===== config.mk =====
export PLATFORM = sky130hd
export DESIGN_NAME = id_ex_stage_reg
export DESIGN_NICKNAME = d
export VERILOG_FILES = /design/src/rtl/rv_pipe_pkg.sv /design/src/rtl/wb_bypass_mux.sv /design/src/rtl/id_ex_stage_reg.sv
export SDC_FILE = /design/constraint.sdc
export NUM_CORES = 1
export LEC_CHECK = 0
export BUFFER_PORTS_ARGS = -buffer_cell sky130_fd_sc_hd__buf_2
export CAP_MARGIN = 20
export CORE_AREA = 2 2 162 164
export DETAILED_ROUTE_END_ITERATION = 10
export DIE_AREA = 0 0 164 166
export GPL_ROUTABILITY_DRIVEN = 0
export PLACE_DENSITY_LB_ADDON = 0.3
export SLEW_MARGIN = 40
export SYNTH_ARGS = -nofsm -noshare
export SYNTH_HDL_FRONTEND = slang
export SYNTH_SLANG_ARGS = --single-unit

===== constraint.sdc =====
create_clock -name CLK -period 2.2 [get_ports CLK]
set_input_delay 0.44 -clock CLK [delete_from_list [all_inputs] [get_ports CLK]]
set_output_delay 0.44 -clock CLK [all_outputs]
set_load 0.02 [all_outputs]

===== src/rtl/rv_pipe_pkg.sv =====
// Shared pipeline constants for the RV32I core: register index width, default
// datapath width and the layout of the packed control bundle.
package rv_pipe_pkg;

  localparam int unsigned REG_IDX_W    = 5;
  localparam int unsigned XLEN_DEFAULT = 32;
  localparam int unsigned CTRL_W       = 24;

  // Control bundle bit offsets (LSB of each field), shared with decoder and EX.
  localparam int unsigned CTRL_BRANCH_O     = 0;
  localparam int unsigned CTRL_JUMP_O       = 1;
  localparam int unsigned CTRL_ALU_OP_O     = 2;
  localparam int unsigned CTRL_ALU_OP_W     = 5;
  localparam int unsigned CTRL_ALU_SRC_A_O  = 7;
  localparam int unsigned CTRL_ALU_SRC_B_O  = 9;
  localparam int unsigned CTRL_MEM_RD_O     = 11;
  localparam int unsigned CTRL_MEM_WR_O     = 12;
  localparam int unsigned CTRL_MEM_SIZE_O   = 13;
  localparam int unsigned CTRL_MEM_UNSIGN_O = 16;
  localparam int unsigned CTRL_SRC_TO_REG_O = 17;
  localparam int unsigned CTRL_REG_WR_O     = 19;
  localparam int unsigned CTRL_RSVD_O       = 20;

  // Same layout as a packed struct; declared MSB first.
  typedef struct packed {
    logic [3:0]               rsvd;
    logic                     reg_wr;
    logic [1:0]               src_to_reg;
    logic                     mem_unsigned;
    logic [2:0]               mem_size;
    logic                     mem_wr;
    logic                     mem_rd;
    logic [1:0]               alu_src_b;
    logic [1:0]               alu_src_a;
    logic [CTRL_ALU_OP_W-1:0] alu_op;
    logic                     jump;
    logic                     branch;
  } ctrl_t;

endpackage


===== src/rtl/wb_bypass_mux.sv =====
// Write-back bypass select: picks the lowest-numbered write-back port writing
// the requested register, else the fallback value. x0 is never bypassed.
module wb_bypass_mux
  import rv_pipe_pkg::*;
#(
  parameter int unsigned XLEN   = XLEN_DEFAULT,
  parameter int unsigned NUM_WB = 2
) (
  input  logic [REG_IDX_W-1:0]        idx,
  input  logic [XLEN-1:0]             fallback,
  input  logic [NUM_WB-1:0]           wb_wr_en,
  input  logic [REG_IDX_W*NUM_WB-1:0] wb_rd,
  input  logic [XLEN*NUM_WB-1:0]      wb_data,
  output logic [XLEN-1:0]             sel_data_c
);

  // Scan oldest to youngest so port 0 overrides any other match.
  always_comb begin
    sel_data_c = fallback;
    for (int k = int'(NUM_WB) - 1; k >= 0; k--) begin
      if (wb_wr_en[k] && (wb_rd[k*REG_IDX_W +: REG_IDX_W] == idx) &&
          (idx != REG_IDX_W'(0))) begin
        sel_data_c = wb_data[k*XLEN +: XLEN];
      end
    end
  end

endmodule


===== src/rtl/id_ex_stage_reg.sv =====
// ID/EX pipeline register with valid/ready stall, flush bubble insertion and
// write-back bypass applied both at capture and while the entry is held.
module id_ex_stage_reg #(
  parameter int unsigned XLEN   = rv_pipe_pkg::XLEN_DEFAULT,
  parameter int unsigned CTRL_W = rv_pipe_pkg::CTRL_W,
  parameter int unsigned NUM_WB = 2
) (
  input  logic                                   CLK,
  input  logic                                   rst_n,
  input  logic                                   id_valid,
  output logic                                   id_ready,
  input  logic                                   flush,
  input  logic [XLEN-1:0]                        id_pc,
  input  logic [XLEN-1:0]                        id_imm,
  input  logic [CTRL_W-1:0]                      id_ctrl,
  input  logic [rv_pipe_pkg::REG_IDX_W-1:0]      id_rs1_idx,
  input  logic [rv_pipe_pkg::REG_IDX_W-1:0]      id_rs2_idx,
  input  logic [rv_pipe_pkg::REG_IDX_W-1:0]      id_rd_idx,
  input  logic [XLEN-1:0]                        id_rs1_data,
  input  logic [XLEN-1:0]                        id_rs2_data,
  input  logic [NUM_WB-1:0]                      wb_wr_en,
  input  logic [rv_pipe_pkg::REG_IDX_W*NUM_WB-1:0] wb_rd,
  input  logic [XLEN*NUM_WB-1:0]                 wb_data,
  output logic                                   ex_valid,
  input  logic                                   ex_ready,
  output logic [XLEN-1:0]                        ex_pc,
  output logic [XLEN-1:0]                        ex_imm,
  output logic [CTRL_W-1:0]                      ex_ctrl,
  output logic [rv_pipe_pkg::REG_IDX_W-1:0]      ex_rs1_idx,
  output logic [rv_pipe_pkg::REG_IDX_W-1:0]      ex_rs2_idx,
  output logic [rv_pipe_pkg::REG_IDX_W-1:0]      ex_rd_idx,
  output logic [XLEN-1:0]                        ex_rs1_data,
  output logic [XLEN-1:0]                        ex_rs2_data
);

  localparam int unsigned IDX_W = rv_pipe_pkg::REG_IDX_W;

  logic            load;
  logic            hold;
  logic [XLEN-1:0] cap_rs1;
  logic [XLEN-1:0] cap_rs2;
  logic [XLEN-1:0] held_rs1;
  logic [XLEN-1:0] held_rs2;

  // Handshake: accept whenever the slot is empty, draining, or being flushed.
  assign id_ready = !ex_valid || ex_ready || flush;
  assign load     = id_valid && id_ready && !flush;
  assign hold     = ex_valid && !ex_ready && !flush;

  wb_bypass_mux #(.XLEN(XLEN), .NUM_WB(NUM_WB)) u_cap_rs1 (
    .idx        (id_rs1_idx),
    .fallback   (id_rs1_data),
    .wb_wr_en   (wb_wr_en),
    .wb_rd      (wb_rd),
    .wb_data    (wb_data),
    .sel_data_c (cap_rs1)
  );

  wb_bypass_mux #(.XLEN(XLEN), .NUM_WB(NUM_WB)) u_cap_rs2 (
    .idx        (id_rs2_idx),
    .fallback   (id_rs2_data),
    .wb_wr_en   (wb_wr_en),
    .wb_rd      (wb_rd),
    .wb_data    (wb_data),
    .sel_data_c (cap_rs2)
  );

  // Held operands keep tracking write-backs so a stalled entry never goes stale.
  wb_bypass_mux #(.XLEN(XLEN), .NUM_WB(NUM_WB)) u_hold_rs1 (
    .idx        (ex_rs1_idx),
    .fallback   (ex_rs1_data),
    .wb_wr_en   (wb_wr_en),
    .wb_rd      (wb_rd),
    .wb_data    (wb_data),
    .sel_data_c (held_rs1)
  );

  wb_bypass_mux #(.XLEN(XLEN), .NUM_WB(NUM_WB)) u_hold_rs2 (
    .idx        (ex_rs2_idx),
    .fallback   (ex_rs2_data),
    .wb_wr_en   (wb_wr_en),
    .wb_rd      (wb_rd),
    .wb_data    (wb_data),
    .sel_data_c (held_rs2)
  );

  // Valid flop: flush wins, then load, then hold; otherwise the slot empties.
  always_ff @(posedge CLK or negedge rst_n) begin
    if (!rst_n) begin
      ex_valid <= 1'b0;
    end else if (flush) begin
      ex_valid <= 1'b0;
    end else if (load) begin
      ex_valid <= 1'b1;
    end else if (!hold) begin
      ex_valid <= 1'b0;
    end
  end

  // Payload flops; contents after a drain or flush are don't-care.
  always_ff @(posedge CLK or negedge rst_n) begin
    if (!rst_n) begin
      ex_pc       <= XLEN'(0);
      ex_imm      <= XLEN'(0);
      ex_ctrl     <= CTRL_W'(0);
      ex_rs1_idx  <= IDX_W'(0);
      ex_rs2_idx  <= IDX_W'(0);
      ex_rd_idx   <= IDX_W'(0);
      ex_rs1_data <= XLEN'(0);
      ex_rs2_data <= XLEN'(0);
    end else if (load) begin
      ex_pc       <= id_pc;
      ex_imm      <= id_imm;
      ex_ctrl     <= id_ctrl;
      ex_rs1_idx  <= id_rs1_idx;
      ex_rs2_idx  <= id_rs2_idx;
      ex_rd_idx   <= id_rd_idx;
      ex_rs1_data <= cap_rs1;
      ex_rs2_data <= cap_rs2;
    end else if (hold) begin
      ex_rs1_data <= held_rs1;
      ex_rs2_data <= held_rs2;
    end
  end

endmodule


==> results.env <==
OUTCOME='finished, final reports clean'
DETAIL-ROUTE-ANTENNA-NETS=0
TIMING.FINAL.SETUP_VIOLATIONS=0
GRT_PASS1_VIAS=8908
I_O_PIN_COUNT=417
SYNTH_COMPOUND_GATE_AREA_SHARE_PCT=12.2
FIN_NETS=1669
R2R_SLACK_NS=0.03
HOLD_SLACK_NS=0.190
SETUP.WORST_PATH.CLASS='register to register'
SYNTH.DISTINCT_CELLS=40
MAX_SLEW.WORST_PIN.SLEW_NS=0.542
ROUTE.DETAILED.WL_PER_INST_UM=18.8
CTS_ROOT_BUFFER='clkbuf_16'
CTS.REPORTEDPATHS.CLKPINSLEW_NS=0.08
OVERALL_OVERFLOW_REMAINING_AFTER_GLOBAL_ROUTE=0
FLOORPLAN.INITIALDENSITY_PCT=35.4
MAX-SLEW-MARGIN-REL_PCT=63.9
WORSTSETUPENDPOINTTYPE='register'
DRIVE_ABOVE_1_SHARE_PCT=42.3
DR_TOTAL_VIAS=9052
SYNTHDOMINANTAREACELLTYPE='dfrtp_1'
NETLIST_TOP_CELLS_AREA='dfrtp_1, nand2_1, mux2i_1, mux2_2, o221a_1'
SYNTH-ADDER-AREA-SHARE_PCT=0
FLOORPLAN.DIE_AREA_SQ_UM=27200
TOTAL_SWITCHING_POWER_mW=3.98
PLACED_CELLS_INCL_TAPS=1726
NETLIST.AREA_LEADER.SHARE_PCT=46.4
VDD_DROP_MAX_uV=529
CP.REQUIRED_NS=2.51
POST_LAYOUT_NONFILLER_INSTANCES=1773
SYNTHESIS.NETS=1232
PRECTSSETUPSLACK_NS=-0.215
SYNTH_TOP_FAMILY_BY_AREA='simple AND/OR/NAND/NOR gates'
SIMPLE_GATE_SHARE_OF_THE_SYNTHESIZED_AREA_PCT=20.3
SEQUENTIAL_GROUP_SHARE_OF_TOTAL_POWER_PCT=39.0
CRITICAL_PATH.STARTPOINT_TYPE='register'
LEAKAGEPOWER_nW=6.68
FINAL_CELL_MIX='buf_2, nand2_1, dfrtp_1'
AREAGROWTHSYNTHTOFINISH_PCT=41.4
CTS_NUM_SINKS=168
GRT_FIRST_PASS_WIRELENGTH_MM=49.2
SYNTHXORXNORAREAFRAC_PCT=3.86
PLACEMENT_ROWS=59
SYNTH_TOP_FLOP_CELL='dfrtp_1'
ALL_LAYER_GR_USAGE_PCT=23.2
POWER.SHARE.SWITCHING_PCT=37.3
MAXIMUM_FANOUT_ALONG_THE_WORST_PATH=8
CTS_INSERTED_BUFFERS=17
POWER-PER-CELL-AREA_nW_PER_UM2=832
YS_FF_LATCH=168
POST-DP-HPWL_MM=24.2
CELLINTERNALPOWER_mW=6.69
HOLD_PATH.CLASS='input pin to register'
TIMING.FINAL.CRIT_SHARE_PCT=98.9
CLKLATENCYLATEPIN_NS=0.43
PLACEMENT.IO_BUFFERS=416
MAX_CLOCK_BUF_DEPTH=2
TIMING.CRITICAL_PATH.ARRIVAL_NS=2.48
MUXSHAREOFSYNTHAREA_PCT=11.0
PLACEABLECOREAREA_SQ_UM=25600
HOLDPATHSTAGES=3
DRT_DRC_VIOLATIONS_LEFT=0
PWR-SHARE-CLK_PCT=28.8
DRT_WL_TOTAL_MM=33.4
HOLD_VIOLATIONS=0
DETAIL_ROUTE.VIAS_PER_CELL=5.11
RSZ_0062_RAISED_AFTER_GLOBAL_ROUTING='yes'
FIRSTDRTPASSITERS=5
SYNTH_SEQ_AREA_SHARE_PCT=46.4
LARGEST_NET_DEGREE_AT_THE_START_OF_GLOBAL_ROUTING=69
TIMING.FINAL.MAX_SLEW_VIOLATIONS=0
SYNTH-EDFF-COUNT=0
TRITONCTS='built'
SYNTHARSTFLOPSHARE_PCT=100
ANTENNA_FOUND_INITIAL=4
SYNTHCELLS=984
TIMING.MAX_CAP.VIOLATIONS=0
MAPPEDNETLISTAREA_SQ_UM=9070
P_COMB_SHARE_PCT=32.2
CTS.HTREE.LEVELS=4
ACHIEVABLE-FREQUENCY_GHz=0.460
DIE_W_UM=164
LAYOUT_SETUP_WS_NS=0.0252
DETAILEDROUTE.FIRSTITERATIONVIOLATIONS=691
REG2REG_DEPTH=9
FIN_WORST_SKEW_NS=0.0216
DIE_HEIGHT_UM=166
SYNTH.YOSYS.WARNINGS=0
SYN-MEAN-INSTANCE-AREA_SQ_UM=9.22
MOSTFREQUENTLAYOUTCELL='buf_2'
FIN_CRIT_NS=2.17
power groups by stage:
stage,registers (mW),logic (mW),clock network [mW]
3_5_place_dp,4.19,3.33,0
2_1_floorplan,4.97,1.05,0
4_1_cts,4.15,3.34,3.15
3_3_place_gp,4.19,3.28,0
5_1_grt,4.24,3.71,3.27
6_report,4.16,3.44,3.07
worst paths after layout:
| kind | from | to |
|---|---|---|
| min in group asynchronous | rst_n | ex_rs1_data[7] |
| max | ex_rs2_idx[2] | ex_rs2_data[23] |
| min reg2reg | ex_ctrl[5] | ex_ctrl[5] |
| min | id_pc[7] | ex_pc[7] |
| max reg2reg | ex_rs2_idx[2] | ex_rs2_data[23] |
| max in group asynchronous | rst_n | ex_rs1_data[30] |
sequential cells by signal, indices dropped and copies added, names as in the netlist:
| signal | cells |
|---|---|
| ex_imm | 32 |
| ex_pc | 32 |
| ex_rs1_data | 32 |
| ex_rs2_data | 32 |
| ex_ctrl | 24 |
| ex_rd_idx | 5 |
| ex_rs1_idx | 5 |
| ex_rs2_idx | 5 |
| ex_valid | 1 |
cells by family (layout without fill, tap and decap cells):
group / Yosys count / after routing
AO/OA/AOI/OAI: 131 / 131
AND/OR/NAND/NOR: 447 / 447
buffers and inverters: 102 / 552
other: 0 / 4
XOR/XNOR: 40 / 40
multiplexers: 96 / 96
flip-flops: 168 / 168
per-layer routing:
metal / GRT usage (%) / part of all wire (%) / wire length [um]
met5: 0 / 0 / 0
met4: 9.00 / 3.2 / 1060
met3: 6.22 / 8.4 / 2810
met2: 38.7 / 49 / 16500
met1: 28.6 / 39 / 13000
metrics by stage:
| stage | instance area [sq um] | TNS (ns) | power (mW) | utilization [%] |
|---|---|---|---|---|
| after floorplan | 9070 | 0 | 6.01 | - |
| after global placement | 11900 | -5.17 | 7.48 | 46.3 |
| after detailed placement | 11900 | -8.48 | 7.53 | 46.3 |
| after CTS | 12500 | 0 | 10.6 | 48.7 |
| after global routing | 12800 | -1.05 | 11.2 | 50.1 |
| final | 12800 | 0 | 10.7 | 50.1 |
worst max-delay path, cell delays in order, from the launching register on:
cell	delay [ns]
dfrtp_1	0.40
buf_4	0.16
nor3_2	0.14
and2_1	0.20
nor4b_4	0.05
buf_4	0.14
a21oi_4	0.29
clkbuf_16	0.26
o221ai_2	0.11
mux2_4	0.28
final cells by class:
type | count | area, sq um
diodes | 4 | 10.0
clock inverters | 14 | 155
fillers | 2440 | 12800
well taps | 335 | 419
flip-flops and latches | 168 | 4210
clock buffers | 18 | 439
inverters | 32 | 120
repair buffers | 488 | 2900
multi-input cells | 714 | 4570
Yosys cell counts (all sizes together), types with 2 or more instances:
master and n:
inv 32, a22oi 30, o221a 32, a31oi 2, nand2b 4, mux2 32, and2 2, nor2 6
dfrtp 168, xnor2 22, nor4 6, buf 34, nor3 2, mux2i 64, nand3 32, or2 2
or4 3, nand4 6, xor2 18, clkbuf 36, nand2 382, o221ai 32, a21oi 31
repair_timing:
item,in CTS,in global routing
gates resized for setup,1,42
endpoints found under the hold margin,41,0
pin swaps,1,2
buffers inserted,1,5
hold buffers,1,0
endpoints found under the setup margin,32,50
gates cloned,0,4
No activity file was read; power rests on OpenSTA's default activity.
